`config.mk`:
```
export PLATFORM = sky130hd
export DESIGN_NAME = alu_ex_stage_flat
export DESIGN_NICKNAME = d
export VERILOG_FILES = /design/src/rtl/alu_ex_stage_if.sv /design/src/rtl/alu_ex_stage.sv /design/src/flat_wrapper.sv
export SDC_FILE = /design/constraint.sdc
export NUM_CORES = 1
export LEC_CHECK = 0
export BUFFER_PORTS_ARGS = -buffer_cell sky130_fd_sc_hd__buf_2
export CAP_MARGIN = 25
export CORE_UTILIZATION = 35
export CTS_BUF_LIST = sky130_fd_sc_hd__clkbuf_16
export CTS_CLUSTER_DIAMETER = 120
export CTS_CLUSTER_SIZE = 8
export DETAILED_ROUTE_END_ITERATION = 8
export GPL_ROUTABILITY_DRIVEN = 0
export PLACE_DENSITY = 0.6
export SLEW_MARGIN = 25
export SYNTH_ARGS = -nofsm -noshare
export SYNTH_HDL_FRONTEND = slang
export SYNTH_SLANG_ARGS = --single-unit
```
`constraint.sdc`:
```
create_clock -name clk -period 5 [get_ports clk]
set_clock_uncertainty 0.1 [all_clocks]
set_input_delay 1 -clock clk [delete_from_list [all_inputs] [get_ports clk]]
set_output_delay 1 -clock clk [all_outputs]
set_load 0.01 [all_outputs]
```
`src/rtl/alu_ex_stage_if.sv`:
```
// Handshake bus for the ALU execute stage: decode-side request channel and
// writeback-side result channel.
interface alu_ex_stage_if #(
    parameter int XLEN = 32
);
    logic            in_valid;
    logic            in_ready;
    logic [3:0]      alu_control;
    logic [XLEN-1:0] in_a;
    logic [XLEN-1:0] in_b;
    logic [4:0]      in_rd;

    logic            out_valid;
    logic            out_ready;
    logic [XLEN-1:0] out_result;
    logic            out_zero;
    logic            out_illegal;
    logic [4:0]      out_rd;

    modport master (
        output in_valid, alu_control, in_a, in_b, in_rd, out_ready,
        input  in_ready, out_valid, out_result, out_zero, out_illegal, out_rd
    );

    modport slave (
        input  in_valid, alu_control, in_a, in_b, in_rd, out_ready,
        output in_ready, out_valid, out_result, out_zero, out_illegal, out_rd
    );
endinterface

```
`src/rtl/alu_ex_stage.sv`:
```
// ALU execute stage: combinational compute feeding a small in-order result
// FIFO so writeback stalls only reach decode once the buffer is full.
module alu_ex_compute #(
    parameter int XLEN = 32
) (
    input  logic [3:0]      alu_control,
    input  logic [XLEN-1:0] a,
    input  logic [XLEN-1:0] b,
    output logic [XLEN-1:0] result,
    output logic            illegal
);
    always_comb begin
        result  = '0;
        illegal = 1'b0;
        case (alu_control)
            4'b0010: result = a + b;
            4'b0110: result = a - b;
            4'b0000: result = a & b;
            4'b0001: result = a | b;
            4'b0111: result = {{(XLEN-1){1'b0}}, ($signed(a) < $signed(b))};
            default: illegal = 1'b1;
        endcase
    end
endmodule

module alu_ex_stage #(
    parameter int XLEN  = 32,
    parameter int DEPTH = 2
) (
    input  logic           clk,
    input  logic           rst,
    input  logic           flush,
    alu_ex_stage_if.slave  bus
);
    localparam int PW = (DEPTH > 1) ? $clog2(DEPTH) : 1;
    localparam int CW = $clog2(DEPTH + 1);

    typedef struct packed {
        logic [XLEN-1:0] result;
        logic            zero;
        logic            illegal;
        logic [4:0]      rd;
    } entry_t;

    entry_t          mem [DEPTH];
    logic [PW-1:0]   wr_ptr;
    logic [PW-1:0]   rd_ptr;
    logic [CW-1:0]   count;

    logic [XLEN-1:0] alu_result;
    logic            alu_illegal;
    entry_t          new_entry;
    entry_t          head;
    logic            accept;
    logic            pop;

    alu_ex_compute #(.XLEN(XLEN)) u_compute (
        .alu_control (bus.alu_control),
        .a           (bus.in_a),
        .b           (bus.in_b),
        .result      (alu_result),
        .illegal     (alu_illegal)
    );

    always_comb begin
        new_entry.result  = alu_result;
        new_entry.zero    = (alu_result == '0);
        new_entry.illegal = alu_illegal;
        new_entry.rd      = bus.in_rd;
    end

    // in_ready depends only on local state, never on out_ready, so a pop
    // into a full buffer frees the slot from the following cycle.
    assign bus.in_ready  = !rst && !flush && (count < CW'(DEPTH));
    assign bus.out_valid = !rst && (count != '0);
    assign accept        = bus.in_valid && bus.in_ready;
    assign pop           = bus.out_valid && bus.out_ready;

    assign head            = bus.out_valid ? mem[rd_ptr] : '0;
    assign bus.out_result  = head.result;
    assign bus.out_zero    = head.zero;
    assign bus.out_illegal = head.illegal;
    assign bus.out_rd      = head.rd;

    always_ff @(posedge clk) begin
        if (rst) begin
            count  <= '0;
            wr_ptr <= '0;
            rd_ptr <= '0;
            for (int i = 0; i < DEPTH; i++) mem[i] <= '0;
        end else if (flush) begin
            count  <= '0;
            wr_ptr <= '0;
            rd_ptr <= '0;
        end else begin
            if (accept) begin
                mem[wr_ptr] <= new_entry;
                wr_ptr      <= wr_ptr + PW'(1);
            end
            if (pop) rd_ptr <= rd_ptr + PW'(1);
            case ({accept, pop})
                2'b10:   count <= count + CW'(1);
                2'b01:   count <= count - CW'(1);
                default: count <= count;
            endcase
        end
    end
endmodule
```
`src/flat_wrapper.sv`:
```
// flat-port wrapper written by rule: the top's interface ports become plain ports
module alu_ex_stage_flat 
#(
    parameter int XLEN  = 32,
    parameter int DEPTH = 2
)
  (clk, rst, flush, bus_in_valid, bus_alu_control, bus_in_a, bus_in_b, bus_in_rd, bus_out_ready, bus_in_ready, bus_out_valid, bus_out_result, bus_out_zero, bus_out_illegal, bus_out_rd);
  alu_ex_stage_if #(.XLEN(XLEN)) bus_i ();
  input  logic clk;
  input  logic rst;
  input  logic flush;
  input wire logic [$bits(bus_i.in_valid)-1:0] bus_in_valid;
  input wire logic [$bits(bus_i.alu_control)-1:0] bus_alu_control;
  input wire logic [$bits(bus_i.in_a)-1:0] bus_in_a;
  input wire logic [$bits(bus_i.in_b)-1:0] bus_in_b;
  input wire logic [$bits(bus_i.in_rd)-1:0] bus_in_rd;
  input wire logic [$bits(bus_i.out_ready)-1:0] bus_out_ready;
  output wire logic [$bits(bus_i.in_ready)-1:0] bus_in_ready;
  output wire logic [$bits(bus_i.out_valid)-1:0] bus_out_valid;
  output wire logic [$bits(bus_i.out_result)-1:0] bus_out_result;
  output wire logic [$bits(bus_i.out_zero)-1:0] bus_out_zero;
  output wire logic [$bits(bus_i.out_illegal)-1:0] bus_out_illegal;
  output wire logic [$bits(bus_i.out_rd)-1:0] bus_out_rd;
  assign bus_i.in_valid = bus_in_valid;
  assign bus_i.alu_control = bus_alu_control;
  assign bus_i.in_a = bus_in_a;
  assign bus_i.in_b = bus_in_b;
  assign bus_i.in_rd = bus_in_rd;
  assign bus_i.out_ready = bus_out_ready;
  assign bus_in_ready = bus_i.in_ready;
  assign bus_out_valid = bus_i.out_valid;
  assign bus_out_result = bus_i.out_result;
  assign bus_out_zero = bus_i.out_zero;
  assign bus_out_illegal = bus_i.out_illegal;
  assign bus_out_rd = bus_i.out_rd;
  alu_ex_stage #(.XLEN(XLEN), .DEPTH(DEPTH)) u_core (.clk(clk), .rst(rst), .flush(flush), .bus(bus_i));
endmodule
```
==> impl_metrics.toml, run 1 <==
[sta]
fin_tns_setup_ns = 0
final-hold-violation-count = 0
slew_headroom_pct = 38.06
min_period_over_period_pct = 91.34
fmax_ghz = 0.2190
setup_viol = 0
slew_violations = 0
rsz0062_at_grt = "false"
tightest_slew_ns = 0.9257
period_minus_slack_ns = 4.567

[grt]
grt_busiest_layer = "met2"
grt_pass1_vias = 8038
grt_use_met3_pct = 3.936
grt_overflow_total = 0
grt_use_met2_pct = 32.84
grt_use_met1_pct = 29.97
grt_first_pass_wirelength_mm = 44.27
track_usage_pct = 21.23
antenna_found_initial = 2
grt_max_degree = 44

[worst_setup_path]
reg2reg_to = "u_core.mem[0][36]"
slowest_stage = "o31ai_1"
r2r_cells = 5
reg2reg_from = "u_core.count[1]"
r2r_slack_ns = 2.26
cp_max_fo = 7
cpPeakStageDelay_ns = 0.53
endpoint = "u_core.mem[0][6]"
crit_type = "input port to flip-flop"
cp-start-kind = "input port"
cp-startpoint = "bus_in_b[0]"
crit_required_ns = 5.09
cp_cell_sequence = "buf_2 > ha_1 > fa_1 > a211oi_1 > o21ai_2 > a41oi_1 > nand2_1 > o31ai_1 > o221ai_1 > a21oi_1 > and4_1 > nand4b_1 > nor2_1"
arrival_ns = 4.66
cp-end-kind = "flip-flop"

[job]
maxCapViolCount = 0

[logic_synthesis]
yosys-top-cells-area = "edfxtp_1, ha_1, nor2_1"
synth-edff-count = 78
synthMostInstantiatedCell = "nor2_1"
yosysTopAreaCellShare_pct = 25.74
synth_area_mm2 = 0.009100
postSynthCellCount = 1114
synth.avg_cell_area_um2 = 8.169
yosysWarnings = 0
synth_flop_cell = "edfxtp_1"
yosysSeqAreaShare_pct = 26.84
async_flop_share_pct = 0
synth_nets = 1291
yosysUniqueCellTypes = 88
yosys-top-cells-count = "nor2_1, ha_1, inv_1"
synth_area_leader_cell = "edfxtp_1"
synth.ff_latch_count = 83

[clock_network]
cts.hold.buffers_added = 0
cts_buffers = 9
insertion_delay_ns = 0.33
cts_buffer_depth = 2
clkTransAtPathRegs_ns = 0.06
postCtsSetupBuffers = 0
clock-root-buffer = "clkbuf_16"
cts.sinks = 83
htreeDepth = 3
tritoncts = "done"
cts_resized = 0

[detailed_routing]
drtIter0Drc = 847
vias = 8711
drcViolationCount = 0
ant_nets = 0
vias_per_cell = 5.701
routed_wl_mm = 28.43
drt_pass1_iterations = 5
wl_per_cell_um = 18.61

[die]
dieWidth_um = 163.2
rows = 58
num_io_pins = 119
die_h_um = 163.2
coreArea_mm2 = 0.02533
die-area_mm2 = 0.02665
start_util_pct = 35.93

[power_and_ir_drop]
clkPwrFrac_pct = 32.1
p_sw_mw = 0.7471
p_int_mw = 1.528
comb_power_share_pct = 33.0
sw_frac_of_total_pct = 32.84
leakagePower_nw = 4.306
power_frac_seq_pct = 34.9
p_per_area_mw_per_mm2 = 220.3
irDropWorstVdd_v = 0.0001970

[placed_design]
place_inst = 1511
hpwl_mm = 22.22
io_buffers = 118

[finish]
finalNetCount = 1369
drive_gt1_share_pct = 15.96
area_growth_pct = 13.49
fin_cells = 1528

[run_status]
outcome = "finished, final reports clean"

[hold_path]
hp-class = "flip-flop to flip-flop"
[how the worst min path moves through the flow]
| stage | startpoint | endpoint | slack (ns) | depth (start not counted) |
|---|---|---|---|---|
| 2_1_floorplan | u_core.wr_ptr | u_core.wr_ptr | 0.37 | 2 |
| 3_3_place_gp | u_core.wr_ptr | u_core.wr_ptr | 0.39 | 2 |
| 3_5_place_dp | u_core.wr_ptr | u_core.wr_ptr | 0.40 | 2 |
| 4_1_cts | u_core.wr_ptr | u_core.wr_ptr | 0.40 | 2 |
| 5_1_grt | u_core.wr_ptr | u_core.wr_ptr | 0.43 | 2 |
| 6_report | u_core.wr_ptr | u_core.wr_ptr | 0.41 | 2 |
[flip-flops by register name, summed over array words and instances (netlist names), named ones only]
signal / cells
u_core.mem: 78
u_core.count: 2
u_core.rd_ptr: 1
u_core.wr_ptr: 1
[placed cells by master (no fill, tap or decap), types with 28 or more instances in the layout]
master | synthesis | final
a21oi_1 | 83 | 83
o21ai_0 | 43 | 43
nor3_1 | 29 | 28
buf_2 | 18 | 118
mux2i_1 | 43 | 43
nor2_1 | 171 | 171
edfxtp_1 | 78 | 78
ha_1 | 97 | 97
nand2_1 | 58 | 58
inv_1 | 96 | 98
[through the flow]
| step | power, mW | setup slack [ns] | hold slack, ns | util, % | area [µm²] |
|---|---|---|---|---|---|
| floorplan | 1.321 | 1.204 | 0.3662 | - | 9100 |
| global placement | 1.535 | 0.2730 | 0.3908 | 39.35 | 9966 |
| detailed placement | 1.540 | 0.2079 | 0.3968 | 39.43 | 9986 |
| CTS | 2.267 | 0.5362 | 0.4037 | 40.75 | 10320 |
| global route | 2.385 | 0.2500 | 0.4276 | 40.78 | 10330 |
| finish | 2.275 | 0.4328 | 0.4092 | 40.78 | 10330 |
[layer usage]
| layer | part of all wire [%] | up-vias |
|---|---|---|
| li1 | - | 4170 |
| met1 | 46 | 4098 |
| met2 | 44 | 387 |
| met3 | 7.8 | 54 |
| met4 | 2.3 | 2 |
| met5 | 0.060 | - |
[power groups by stage]
stage	clock, mW	sequential [mW]	combinational (mW)
2_1_floorplan	0	0.808	0.513
3_3_place_gp	0	0.809	0.726
3_5_place_dp	0	0.810	0.730
4_1_cts	0.738	0.795	0.734
5_1_grt	0.771	0.797	0.818
6_report	0.731	0.794	0.750
[final cells by class]
| class | count | area, µm² |
|---|---|---|
| flip-flops and latches | 83 | 2444 |
| clock buffers | 9 | 225.2 |
| repair buffers | 136 | 738.2 |
| multi-input cells | 863 | 6025 |
| clock inverters | 7 | 108.9 |
| inverters | 99 | 371.6 |
| fillers | 2605 | 15000 |
| well taps | 330 | 412.9 |
| diodes | 1 | 2.502 |
[cells by family after synthesis]
family,after synthesis,share of synthesized area (%)
AOI/OAI and AO/OA,315,24.58
xor gates and xnor gates,20,1.925
adders and majority gates,99,13.78
buffers and inverters,168,7.356
DFF,83,26.84
muxes,46,5.101
and+or+nand+nor,383,20.42
[critical path, delay by kind of cell]
family / cells / cell delay, ns
AOI/OAI and AO/OA: 6 / 2.04
adders and majority gates: 2 / 0.74
and+or+nand+nor: 4 / 0.78
buffers and inverters: 1 / 0.11
(Power assumes the default switching activity.)
==> run 2: changes to the inputs <==
--- a/config.mk
+++ b/config.mk
@@ -5,15 +5,17 @@
 export SDC_FILE = /design/constraint.sdc
 export NUM_CORES = 1
 export LEC_CHECK = 0
+export ABC_AREA = 1
 export BUFFER_PORTS_ARGS = -buffer_cell sky130_fd_sc_hd__buf_2
 export CAP_MARGIN = 25
-export CORE_UTILIZATION = 35
+export CORE_UTILIZATION = 55
 export CTS_BUF_LIST = sky130_fd_sc_hd__clkbuf_16
 export CTS_CLUSTER_DIAMETER = 120
 export CTS_CLUSTER_SIZE = 8
 export DETAILED_ROUTE_END_ITERATION = 8
 export GPL_ROUTABILITY_DRIVEN = 0
-export PLACE_DENSITY = 0.6
+export PLACE_DENSITY = 0.83
+export SETUP_SLACK_MARGIN = 0.4
 export SLEW_MARGIN = 25
 export SYNTH_ARGS = -nofsm -noshare
 export SYNTH_HDL_FRONTEND = slang
==> run 2 against run 1 <==
Net effect:
- non-clock buffer count fell by 7
- cell count is 34% higher
- combinational power up 0.8%
- critical path type unchanged
==> impl_metrics.toml, run 2 <==
[run_status]
outcome = "finished, final reports clean"

[worst_setup_path]
r2r_slack_ns = 2.25
cp_cell_sequence = "buf_2 > ha_1 > fa_1 > nand3_1 > nand3_1 > nand2_1 > nand2_1 > nand2_1 > nand2_1 > nand2_1 > nand3_1 > nand3_1 > nand3_1 > nor2_1 > nand2_1 > nor2_1 > nand3_1 > nor2_1"
cp_max_fo = 5
critical-path-top-delay-family = "simple AND/OR/NAND/NOR gates"
reg2reg_from = "u_core.count[1]"
reg2reg_to = "u_core.mem[0][11]"
r2r_cells = 7
crit_type = "input port to flip-flop"
path_buf_inv = 1
slowest_stage = "fa_1"
cpPeakStageDelay_ns = 0.46
crit_required_ns = 5.09
arrival_ns = 3.66
cp-end-kind = "flip-flop"
cp-start-kind = "input port"

[logic_synthesis]
synth_flop_cell = "edfxtp_1"
yosysWarnings = 0
yosys-top-cells-area = "edfxtp_1, nand2_1, inv_1"
synth_nets = 1901
yosysSeqAreaShare_pct = 23.50
synth.avg_cell_area_um2 = 6.027
synth_area_mm2 = 0.01039
async_flop_share_pct = 0
synth.ff_latch_count = 83
yosys-top-cells-count = "nand2_1, inv_1, nor2_1"
synthMostInstantiatedCell = "nand2_1"
synth_area_leader_cell = "edfxtp_1"
synth-edff-count = 78
yosysUniqueCellTypes = 38
postSynthCellCount = 1724
yosysTopAreaCellShare_pct = 22.54

[grt]
track_usage_pct = 30.03
grt_first_pass_wirelength_mm = 46.60
grt_overflow_total = 0
antenna_found_initial = 0
grt_pass1_vias = 9975
grt_max_degree = 33

[detailed_routing]
vias_per_cell = 5.306
ant_nets = 0
drcViolationCount = 0
vias = 10870
wl_per_cell_um = 14.12
routed_wl_mm = 28.92
drtIter0Drc = 1043
drt_pass1_iterations = 6

[finish]
most-common-layout-cells = "nand2_1, inv_1, nor2_1"
regMostFlops = "u_core.mem"
finalNetCount = 1992
fin_util_pct = 62.56
largest_reg_flops = 78
antennaDiodeCount = 0
drive_gt1_share_pct = 10.99
mostFrequentLayoutCell = "nand2_1"
area_growth_pct = 9.620
top_regs = "u_core.mem: 78 flops, u_core.count: 2 flops"

[clock_network]
cts_resized = 0
insertion_delay_ns = 0.33
postCtsSetupBuffers = 0
clock-root-buffer = "clkbuf_16"
htreeDepth = 3
cts.sinks = 83
clkTransAtPathRegs_ns = 0.06
tritoncts = "done"
cts_buffers = 9
cts.hold.buffers_added = 0
cts_buffer_depth = 2

[sta]
fmax_ghz = 0.2798
rsz0062_at_grt = "false"
tightest_slew_ns = 0.9639
setup_viol = 0
slew_headroom_pct = 35.56
setup_ws_ns = 1.427
min_period_over_period_pct = 71.47
final-hold-violation-count = 0
fin_tns_setup_ns = 0
period_minus_slack_ns = 3.573
slew_violations = 0

[hold_path]
hold_end = "u_core.count[1]"
hold_path_startpoint = "u_core.count[1]"
holdPathStages = 1
hp-class = "flip-flop to flip-flop"

[power_and_ir_drop]
comb_power_share_pct = 34.9
power_frac_seq_pct = 36.6
irDropWorstVdd_v = 0.0001579
leakagePower_nw = 7.050
p_sw_mw = 0.7691
p_per_area_mw_per_mm2 = 190.2
sw_frac_of_total_pct = 35.49
clkPwrFrac_pct = 28.5
p_int_mw = 1.398

[placed_design]
io_buffers = 118
preCtsSetupSlack_ns = 1.159
hpwl_mm = 23.33

[die]
dieWidth_um = 139.5
coreArea_mm2 = 0.01821
die-area_mm2 = 0.01945
die_h_um = 139.5
rows = 49
start_util_pct = 57.07
num_io_pins = 119

[job]
maxCapViolCount = 0
run 2: cell types whose count changed after synthesis, sizes merged, moves of 26 or more:
cell	before	now
nand3	16	134
a21oi	84	49
nand2	59	557
mux2	3	39
mux2i	43	0
nor3	32	6
inv	99	426
run 2: cells by family after synthesis:
| logic type | after synthesis | share of synthesized area (%) |
|---|---|---|
| fa+ha+maj | 99 | 12.06 |
| xor+xnor | 2 | 0.1686 |
| flops | 83 | 23.50 |
| simple gates | 912 | 36.21 |
| buf+inv | 478 | 17.87 |
| compound gates | 111 | 5.960 |
| mux | 39 | 4.226 |
run 2: how the worst max path moves through the flow:
stage / startpoint / end / slack [ns] / depth (start not counted)
after floorplan: rst / u_core.mem[1][0] / 1.44 / 8
after global placement: bus_in_b[0] / u_core.mem[0][6] / 1.16 / 18
after detailed placement: bus_in_b[0] / u_core.mem[0][6] / 1.16 / 18
after CTS: bus_in_b[0] / u_core.mem[0][6] / 1.50 / 18
after global routing: bus_in_b[0] / u_core.mem[0][6] / 1.19 / 16
final: bus_in_b[0] / u_core.mem[0][6] / 1.43 / 18
run 2: power by group through the flow:
stage,clock (mW),sequential [mW],combinational [mW]
floorplan,0,0.805,0.530
detailed placement,0,0.807,0.729
global route,0.647,0.795,0.843
CTS,0.620,0.793,0.734
finish,0.618,0.793,0.756
global placement,0,0.805,0.717
run 2: final cells by class:
cell class	instances	area, µm²
Clock buffer	9	225.2
Multi-Input combinational cell	1163	6100
Sequential cell	83	2442
Tap cell	229	286.5
Fill cell	1704	6818
Inverter	429	1610
Clock inverter	7	53.80
Timing Repair Buffer	129	673.1
run 2: per-layer routing:
layer,wire (µm),track usage [%]
met4,903,12.92
met3,2981,4.370
met1,11960,38.78
met5,0,0
met2,13080,50.01
run 2: per-stage QoR:
step	total power [mW]	hold WS [ns]	instances	cell area (µm²)
floorplan	1.336	0.3439	1724	10390
global placement	1.522	0.3627	2033	11110
detailed placement	1.536	0.3759	2033	11110
CTS	2.146	0.3841	2049	11390
global route	2.284	0.4230	2049	11390
finish	2.167	0.3879	2049	11390
